### src/rtl/logicshifter_pkg.sv
// rtl/logicshifter_pkg.sv - shared state type and default constants for the H2L status receiver
package logicshifter_pkg;

    typedef enum logic [1:0] {
        OFF    = 2'd0,
        SETTLE = 2'd1,
        RUN    = 2'd2
    } ls_state_t;

    localparam int DEF_SETTLE_CYCLES = 16;
    localparam int DEF_DEGLITCH_CYCLES = 4;
    localparam logic [1:0] DEF_FAULT_ACTIVE = 2'b11;

endpackage

### src/rtl/logicshifter_deglitch.sv
// rtl/logicshifter_deglitch.sv - one status bit: two-flop synchronizer, stability counter, filtered register
module logicshifter_deglitch
    import logicshifter_pkg::*;
#(
    parameter int DEGLITCH_CYCLES = DEF_DEGLITCH_CYCLES
) (
    input  logic clk,
    input  logic rst,
    input  logic run,
    input  logic async_in,
    output logic filt
);

    localparam logic [3:0] CNT_LAST = 4'(DEGLITCH_CYCLES - 1);

    logic       sync1;
    logic       sync2;
    logic [3:0] cnt;
    logic       filt_q;

    always_ff @(posedge clk) begin
        if (rst) begin
            sync1  <= 1'b0;
            sync2  <= 1'b0;
            cnt    <= 4'd0;
            filt_q <= 1'b0;
        end else begin
            sync1 <= async_in;
            sync2 <= sync1;
            if (!run) begin
                cnt    <= 4'd0;
                filt_q <= 1'b0;
            end else if (sync2 == filt_q) begin
                cnt <= 4'd0;
            end else if (cnt == CNT_LAST) begin
                // This edge is the DEGLITCH_CYCLES-th consecutive differing sample.
                filt_q <= sync2;
                cnt    <= 4'd0;
            end else begin
                cnt <= cnt + 4'd1;
            end
        end
    end

    // Gated so status drops on the same edge the FSM leaves RUN.
    assign filt = filt_q & run;

endmodule

### src/rtl/logicshifter_h2l_status_rx.sv
// rtl/logicshifter_h2l_status_rx.sv - enable/settle sequencing, deglitched status and sticky faults for H2L shifters
module logicshifter_h2l_status_rx
    import logicshifter_pkg::*;
#(
    parameter int         SETTLE_CYCLES   = DEF_SETTLE_CYCLES,
    parameter int         DEGLITCH_CYCLES = DEF_DEGLITCH_CYCLES,
    parameter logic [1:0] FAULT_ACTIVE    = DEF_FAULT_ACTIVE
) (
    input  logic       CELCLK,
    input  logic       CELRST,
    input  logic       enable_req,
    input  logic [1:0] hv_in,
    input  logic       fault_clr,
    output logic       enable_logicshifter,
    output logic       ready,
    output logic [1:0] status,
    output logic [1:0] fault_bits,
    output logic       fault
);

    localparam logic [7:0] SETTLE_LOAD = 8'(SETTLE_CYCLES - 1);

    ls_state_t  state;
    ls_state_t  state_next;
    logic [7:0] settle_cnt;
    logic [7:0] settle_cnt_next;
    logic       run;

    always_ff @(posedge CELCLK) begin
        if (CELRST) begin
            state      <= OFF;
            settle_cnt <= 8'd0;
        end else begin
            state      <= state_next;
            settle_cnt <= settle_cnt_next;
        end
    end

    always_comb begin
        state_next      = state;
        settle_cnt_next = settle_cnt;
        case (state)
            OFF: begin
                if (enable_req) begin
                    state_next      = SETTLE;
                    settle_cnt_next = SETTLE_LOAD;
                end
            end
            SETTLE: begin
                if (!enable_req) begin
                    state_next      = OFF;
                    settle_cnt_next = 8'd0;
                end else if (settle_cnt == 8'd0) begin
                    state_next = RUN;
                end else begin
                    settle_cnt_next = settle_cnt - 8'd1;
                end
            end
            RUN: begin
                if (!enable_req) begin
                    state_next = OFF;
                end
            end
            default: begin
                state_next      = OFF;
                settle_cnt_next = 8'd0;
            end
        endcase
    end

    assign run                 = (state == RUN);
    assign ready               = run;
    assign enable_logicshifter = (state != OFF);

    for (genvar i = 0; i < 2; i++) begin : g_bit
        logicshifter_deglitch #(
            .DEGLITCH_CYCLES(DEGLITCH_CYCLES)
        ) u_deglitch (
            .clk     (CELCLK),
            .rst     (CELRST),
            .run     (run),
            .async_in(hv_in[i]),
            .filt    (status[i])
        );
    end

    // A clear is honoured only once the bit is no longer active; set wins.
    always_ff @(posedge CELCLK) begin
        if (CELRST) begin
            fault_bits <= 2'b00;
        end else begin
            for (int i = 0; i < 2; i++) begin
                if (run && (status[i] == FAULT_ACTIVE[i])) begin
                    fault_bits[i] <= 1'b1;
                end else if (fault_clr && (status[i] != FAULT_ACTIVE[i])) begin
                    fault_bits[i] <= 1'b0;
                end
            end
        end
    end

    assign fault = |fault_bits;

endmodule

### config.mk
export PLATFORM = sky130hd
export DESIGN_NAME = logicshifter_h2l_status_rx
export DESIGN_NICKNAME = d
export VERILOG_FILES = /design/src/rtl/logicshifter_pkg.sv /design/src/rtl/logicshifter_deglitch.sv /design/src/rtl/logicshifter_h2l_status_rx.sv
export SDC_FILE = /design/constraint.sdc
export NUM_CORES = 1
export LEC_CHECK = 0
export ABC_CLOCK_PERIOD_IN_PS = 2100
export CAP_MARGIN = 20
export CORE_MARGIN = 4
export CORE_UTILIZATION = 54
export CTS_CLUSTER_SIZE = 10
export DETAILED_ROUTE_END_ITERATION = 10
export GPL_TIMING_DRIVEN = 0
export PLACE_DENSITY = 0.75
export SETUP_SLACK_MARGIN = 0.4
export SLEW_MARGIN = 20
export SYNTH_ARGS = -nofsm -noshare
export SYNTH_HDL_FRONTEND = slang
export SYNTH_SLANG_ARGS = --single-unit
### constraint.sdc
create_clock -name CELCLK -period 2.1 [get_ports CELCLK]
set_clock_uncertainty 0.15 [all_clocks]
set_input_delay 0.525 -clock CELCLK [delete_from_list [all_inputs] [get_ports CELCLK]]
set_output_delay 0.525 -clock CELCLK [all_outputs]
set_load 0.02 [all_outputs]
==> results.ini, run 1 <==
[critical_path]
max_stage_delay_ps=460
cp-end-kind=flop
crit_type=reg -> reg
cp_cell_sequence=nor3_2 > o21ai_1 > or4_4 > a221oi_2
crit_fanout=7
path_delay_family=simple AND/OR/NAND/NOR gates
required_ps=2230
cp-start-kind=flop
cp_slowest_cell=or4_4
crit_buf_inv=0
arrival_ps=2090

[clock_tree]
clkLatencyLatePin_ps=350
ctsLongestPathBuffers=2
clk_pin_slew_ps=150
cts_root_buf=clkbuf_4
htreeDepth=1
clock_sinks=26
cts_tree=yes
cts_buffers=3

[logic_synthesis]
synth_top_family_by_area=simple AND/OR/NAND/NOR gates
synth_area_per_cell_um2=9.182
yosys.area.top_type=dfxtp_1
ys_types=40
synth.area.top_cells=dfxtp_1 43%, nor2_1 5.2%, ha_1 4.1%
synthAdderAreaFrac_pct=4.098
synth_edf_count=0
synthMuxAreaShare_pct=0.8197
synth_seq_cells=26
synth.top_cells.by_count=26 x dfxtp_1, 17 x nor2_1, 8 x inv_1
syn_area_mm2=0.001221
yosysMostFrequentCell=dfxtp_1
synthArstFlopShare_pct=0
synth.top_cell.area_share_pct=42.62
ys_warn_count=0
synthSimpleGateAreaFrac_pct=27.05
ys.flop_type=dfxtp_1
synth_xor_area_share_pct=5.020
ys_seq_area_share_pct=42.62
synth_compound_area_share_pct=15.47
syn-num-nets=143
synth_cells=133

[pwr]
power_density_mw_per_mm2=682.0
clock_power_share_pct=29.2
p_int_uw=873.4
p_leak_nw=0.7234
irDropWorstVdd_uv=666.3
p_comb_share_pct=26.7
p_switching_uw=344.4
switching_share_pct=28.28
seqPwrFrac_pct=44.1
power_mw=1.218

[sta]
layout_setup_ws_ps=136.0
hold_viol_final=0
relSlewSlack_pct=69.05
period_needed_ps=1964
finalCritPeriodShare_pct=93.53
setup-violations-final=0
drv_slew=0
rsz0062_at_grt=yes
worstMarginPinSlew_ps=463.3
max_freq_mhz=509.2

[floorplan]
ios=13
dieWidth_um=55.56
die_area_mm2=0.003086
core_mm2=0.002062
die_y_um=55.56
start_util_pct=59.22
rows=16

[min_path]
hold_class=reg -> reg

[finish]
regArea_um2=533.0
areaGrowthSynthToFinish_pct=46.21
final_cells=201
antenna_cells=0
multi_input_area_um2=758.2
fillers=108
fin_util_pct=86.59
fin_area_mm2=0.001785
layout-drive-gt1-share_pct=41.38
layout.nets=185

[placed_design]
dp.cells=172
port-buffer-count=12
dp_hpwl_um=1813
gp_congestion=0.8654
postPlaceCellArea_mm2=0.001379
pre_cts_ws_ps=-461.6

[global_routing]
track_usage_pct=21.80
grt_use_met1_pct=24.01
antenna_found_initial=0
grt_pass1_wl_um=5375
met2_usage_pct=38.68
grt_overflow=0
grt_start_max_net_pins=16
top_usage_layer=met2
grt_pass1_vias=1169
grt_use_met3_pct=5.828

[drt]
dr.pass1.iters=4
drc_errors=0
routedWlPerCell_um=19.28
routed-via-count=1246
ant_nets=0
vias_per_cell=6.199
wirelength_um=3875
drtIter0Drc=61

[job]
cap_violations=0

[run_status]
status=completed

[metrics by stage]
stage / hold slack [ps] / TNS (ps)
final: 319.2 / 0
after global routing: 334.5 / 0
after CTS: 312.4 / 0
after detailed placement: 284.4 / -1270
after global placement: 271.3 / -919.7
after floorplan: 263.8 / 0
[final cells by class]
| class | instances | area share, % |
|---|---|---|
| multi-input cells | 95 | 42.47 |
| flip-flops and latches | 26 | 29.85 |
| repair buffers | 37 | 18.71 |
| plain buffers | 4 | 2.313 |
| well taps | 27 | 1.892 |
| inverters | 8 | 1.822 |
| clock inverters | 1 | 1.682 |
| clock buffers | 3 | 1.261 |
[power groups by stage]
stage                     Sequential, mW  Combinational (mW)  Clock, mW
after global placement             0.546               0.161          0
after floorplan                    0.542               0.129          0
after CTS                          0.532               0.242      0.348
after global routing               0.540               0.342      0.377
final                              0.537               0.325      0.356
after detailed placement           0.547               0.168          0
[repair_timing]
item | in CTS | in global routing
hold buffers | 0 | 0
setup endpoints to repair | 18 | 17
hold endpoints to repair | 0 | 0
pin swaps | 13 | 8
buffers inserted | 18 | 7
gates resized for setup | 62 | 18
[worst reg2reg max path: cells and delay by family (launching register included)]
kind	cells	cell delay [ps]
AND/OR/NAND/NOR	2	870
flip-flops	1	420
AO/OA/AOI/OAI	2	450
[metal layers]
layer | wire [um] | share of wire, %
met5 | 0 | 0
met4 | 173 | 4.5
met3 | 320 | 8.3
met1 | 1461 | 38
met2 | 1919 | 50
[logic make-up (layout without fill, tap and decap cells)]
family	Yosys count	count (layout)
mux	1	1
fa+ha+maj	4	4
simple gates	57	57
buf+inv	12	53
xor+xnor	7	7
compound gates	26	26
flops	26	26
[path summary, 6_finish.rpt]
check             slack, ps                        end  cells past startpoint                      start
setup / recovery        140              settle_cnt[5]                      4              settle_cnt[2]
hold / removal          320  g_bit[1].u_deglitch.sync2                      1  g_bit[1].u_deglitch.sync1
setup reg to reg        140              settle_cnt[5]                      4              settle_cnt[2]
hold reg to reg         320  g_bit[1].u_deglitch.sync2                      1  g_bit[1].u_deglitch.sync1
[flip-flops by register name (all words and copies together) (netlist names)]
signal	count
g_bit.u_deglitch.sync2	2
settle_cnt	8
g_bit.u_deglitch.filt_q	2
g_bit.u_deglitch.sync1	2
fault_bits	2
state	2
g_bit.u_deglitch.cnt	8
[cell usage in the layout (no fill, tap or decap), types with 2 or more instances in the layout]
master and instances:
a21oi_1 5, a21oi_2 2, and2_4 2, buf_4 20, buf_6 14, clkbuf_4 3, clkdlybuf4s15_1 2, clkdlybuf4s50_1 3
dfxtp_1 20, dfxtp_2 4, dfxtp_4 2, dlygate4sd2_1 2, ha_1 2, ha_4 2, inv_1 6, nand2_1 5
nand2b_1 2, nand3_1 4, nand3b_1 2, nand4_1 2, nor2_1 14, nor2_4 2, nor2b_1 5, nor2b_4 2
nor3_2 2, o21ai_0 2, o21ai_1 4, o32ai_2 2, or2_4 2, or3_1 3, xnor2_1 3, xor2_1 3
No activity file was read; power rests on OpenSTA's default activity.
==> inputs of run 2 (changes only) <==
Settings changed: SYNTH_HIERARCHICAL from default to 1.
==> run 2 against run 1 <==
  * Hold slack lost 15 ps
  * Critical endpoint is now status[0]
  * Maximum frequency rose by 2.9%
  * Sequential cell count did not move
==> results.ini, run 2 <==
[run_status]
status=completed

[logic_synthesis]
syn-num-nets=141
synth_xor_area_share_pct=5.094
yosysMostFrequentCell=dfxtp_1
synth.top_cell.area_share_pct=43.24
ys.flop_type=dfxtp_1
synthArstFlopShare_pct=0
synth_edf_count=0
yosys.area.top_type=dfxtp_1
synthAdderAreaFrac_pct=4.158
synth_cells=131
synth_top_family_by_area=simple AND/OR/NAND/NOR gates
synth.area.top_cells=dfxtp_1 43%, ha_1 4.2%, nor2b_1 4.2%
ys_seq_area_share_pct=43.24
synthMuxAreaShare_pct=3.326
synth_seq_cells=26
ys_warn_count=6
synthSimpleGateAreaFrac_pct=28.79
synth_compound_area_share_pct=10.40
ys_types=36
syn_area_mm2=0.001204
synth.top_cells.by_count=26 x dfxtp_1, 11 x nor2_1, 9 x nand3_1
synth_area_per_cell_um2=9.188

[clock_tree]
cts_buffers=3
clock_sinks=26
ctsLongestPathBuffers=2
clk_pin_slew_ps=130
cts_tree=yes
htreeDepth=1
clkLatencyLatePin_ps=310
cts_root_buf=clkbuf_4

[placed_design]
dp.cells=170
port-buffer-count=12
pre_cts_ws_ps=-301.3
dp_hpwl_um=1679
gp_congestion=0.8386

[global_routing]
track_usage_pct=16.59
grt_overflow=0
grt_start_max_net_pins=15
grt_pass1_vias=972
antenna_found_initial=0
grt_pass1_wl_um=4264

[critical_path]
r2r_end=settle_cnt[7]
arrival_ps=1230
crit_fanout=7
cp-endpoint=status[0]
reg2reg_setup_slack_ps=340
ff2ff_path_depth=7
r2r_start=settle_cnt[0]
cp-start-kind=flop
cp-end-kind=primary output
required_ps=1420
startpoint=state[0]
crit_type=reg -> out

[sta]
hold_viol_final=0
whs_ps=304.6
setup-violations-final=0
relSlewSlack_pct=64.93
max_freq_mhz=523.7
layout_setup_ws_ps=190.6
worstMarginPinSlew_ps=524.1
period_needed_ps=1909
finalCritPeriodShare_pct=90.92
tns_ps=0
drv_slew=0
rsz0062_at_grt=yes

[finish]
areaGrowthSynthToFinish_pct=32.95
most-common-layout-cells=20 x dfxtp_1, 11 x nor2_1, 11 x buf_4
layout.nets=168
antenna_cells=0
layout-drive-gt1-share_pct=33.12
fillers=152
top_regs=g_bit.u_deglitch/cnt (8), settle_cnt (8)
final_common_cell=dfxtp_1
final_cells=184

[drt]
routedWlPerCell_um=13.62
drc_errors=0
dr.pass1.iters=4
ant_nets=0
routed-via-count=1022
drtIter0Drc=28
vias_per_cell=5.554
wirelength_um=2506

[floorplan]
dieWidth_um=55.21
rows=16
die_area_mm2=0.003048
core_mm2=0.002042
ios=13
start_util_pct=58.95
die_y_um=55.21

[pwr]
p_leak_nw=0.6694
power_density_mw_per_mm2=604.8
power_uw=967.8
irDropWorstVdd_uv=467.3

[min_path]
hold_class=reg -> reg

[job]
cap_violations=0

run 2: cell types whose count changed in the layout (fill, tap and decap cells not counted), sizes merged, moves of 3 or more:
cell / before / now
nor2: 17 / 11
nor4: 2 / 5
nand3: 4 / 11
mux2i: 1 / 4
a21oi: 7 / 2
buf: 34 / 18
run 2: kinds of logic after synthesis:
kind of cell	Yosys count
AO/OA/AOI/OAI	18
adder cells (fa/ha/maj)	4
multiplexers	4
XOR/XNOR	7
buffers and inverters	12
AND/OR/NAND/NOR	60
flip-flops	26
run 2: worst min-delay path by stage:
stage | end | cells past startpoint | start | slack, ps
2_1_floorplan | g_bit[0].u_deglitch/sync2 | 1 | g_bit[0].u_deglitch/sync1 | 260
3_3_place_gp | g_bit[1].u_deglitch/sync2 | 1 | g_bit[1].u_deglitch/sync1 | 270
3_5_place_dp | g_bit[1].u_deglitch/sync2 | 1 | g_bit[1].u_deglitch/sync1 | 280
4_1_cts | g_bit[0].u_deglitch/cnt[0] | 1 | g_bit[0].u_deglitch/cnt[0] | 310
5_1_grt | g_bit[1].u_deglitch/sync2 | 1 | g_bit[1].u_deglitch/sync1 | 320
6_report | g_bit[1].u_deglitch/sync2 | 1 | g_bit[1].u_deglitch/sync1 | 300
run 2: area by class of cell:
class / count / area, um2 / area share [%]
buffer: 4 / 45.04 / 2.815
timing repair buffer: 22 / 197.7 / 12.35
sequential: 26 / 530.5 / 33.15
tap: 27 / 33.78 / 2.111
inverter: 8 / 31.28 / 1.955
clock buffer: 4 / 36.28 / 2.267
multi-input combinational: 93 / 725.7 / 45.35
run 2: repair_timing:
action | CTS | global route
hold endpoints to repair | 0 | 0
pin swaps | 6 | 2
setup endpoints to repair | 15 | 11
hold buffers | 0 | 0
buffers inserted | 7 | 3
resized for setup | 61 | 5
run 2: stage by stage:
step,area (um2),util [%]
after CTS,1562,76.47
after floorplan,1220,-
after global routing,1600,78.37
after detailed placement,1374,67.28
final,1600,78.37
after global placement,1374,67.28
run 2: worst max-delay path, cell delays in order, from the launching register on:
cell     delay [ps]
dfxtp_2         350
buf_8           120
nor2b_4         170
and2_4          180
buf_6           110
run 2: routing by layer:
metal	up-vias	track usage, %	part of all wire (%)
li1	513	-	-
met1	493	21.65	45
met2	16	28.72	53
met3	0	2.098	2.8
met4	0	4.167	0
met5	-	0	0
run 2: power breakdown:
group          switching (mW)  internal, mW  leakage, nW
sequential             0.0231         0.513        0.214
combinational          0.0921        0.0956        0.434
clock                   0.138         0.106       0.0210
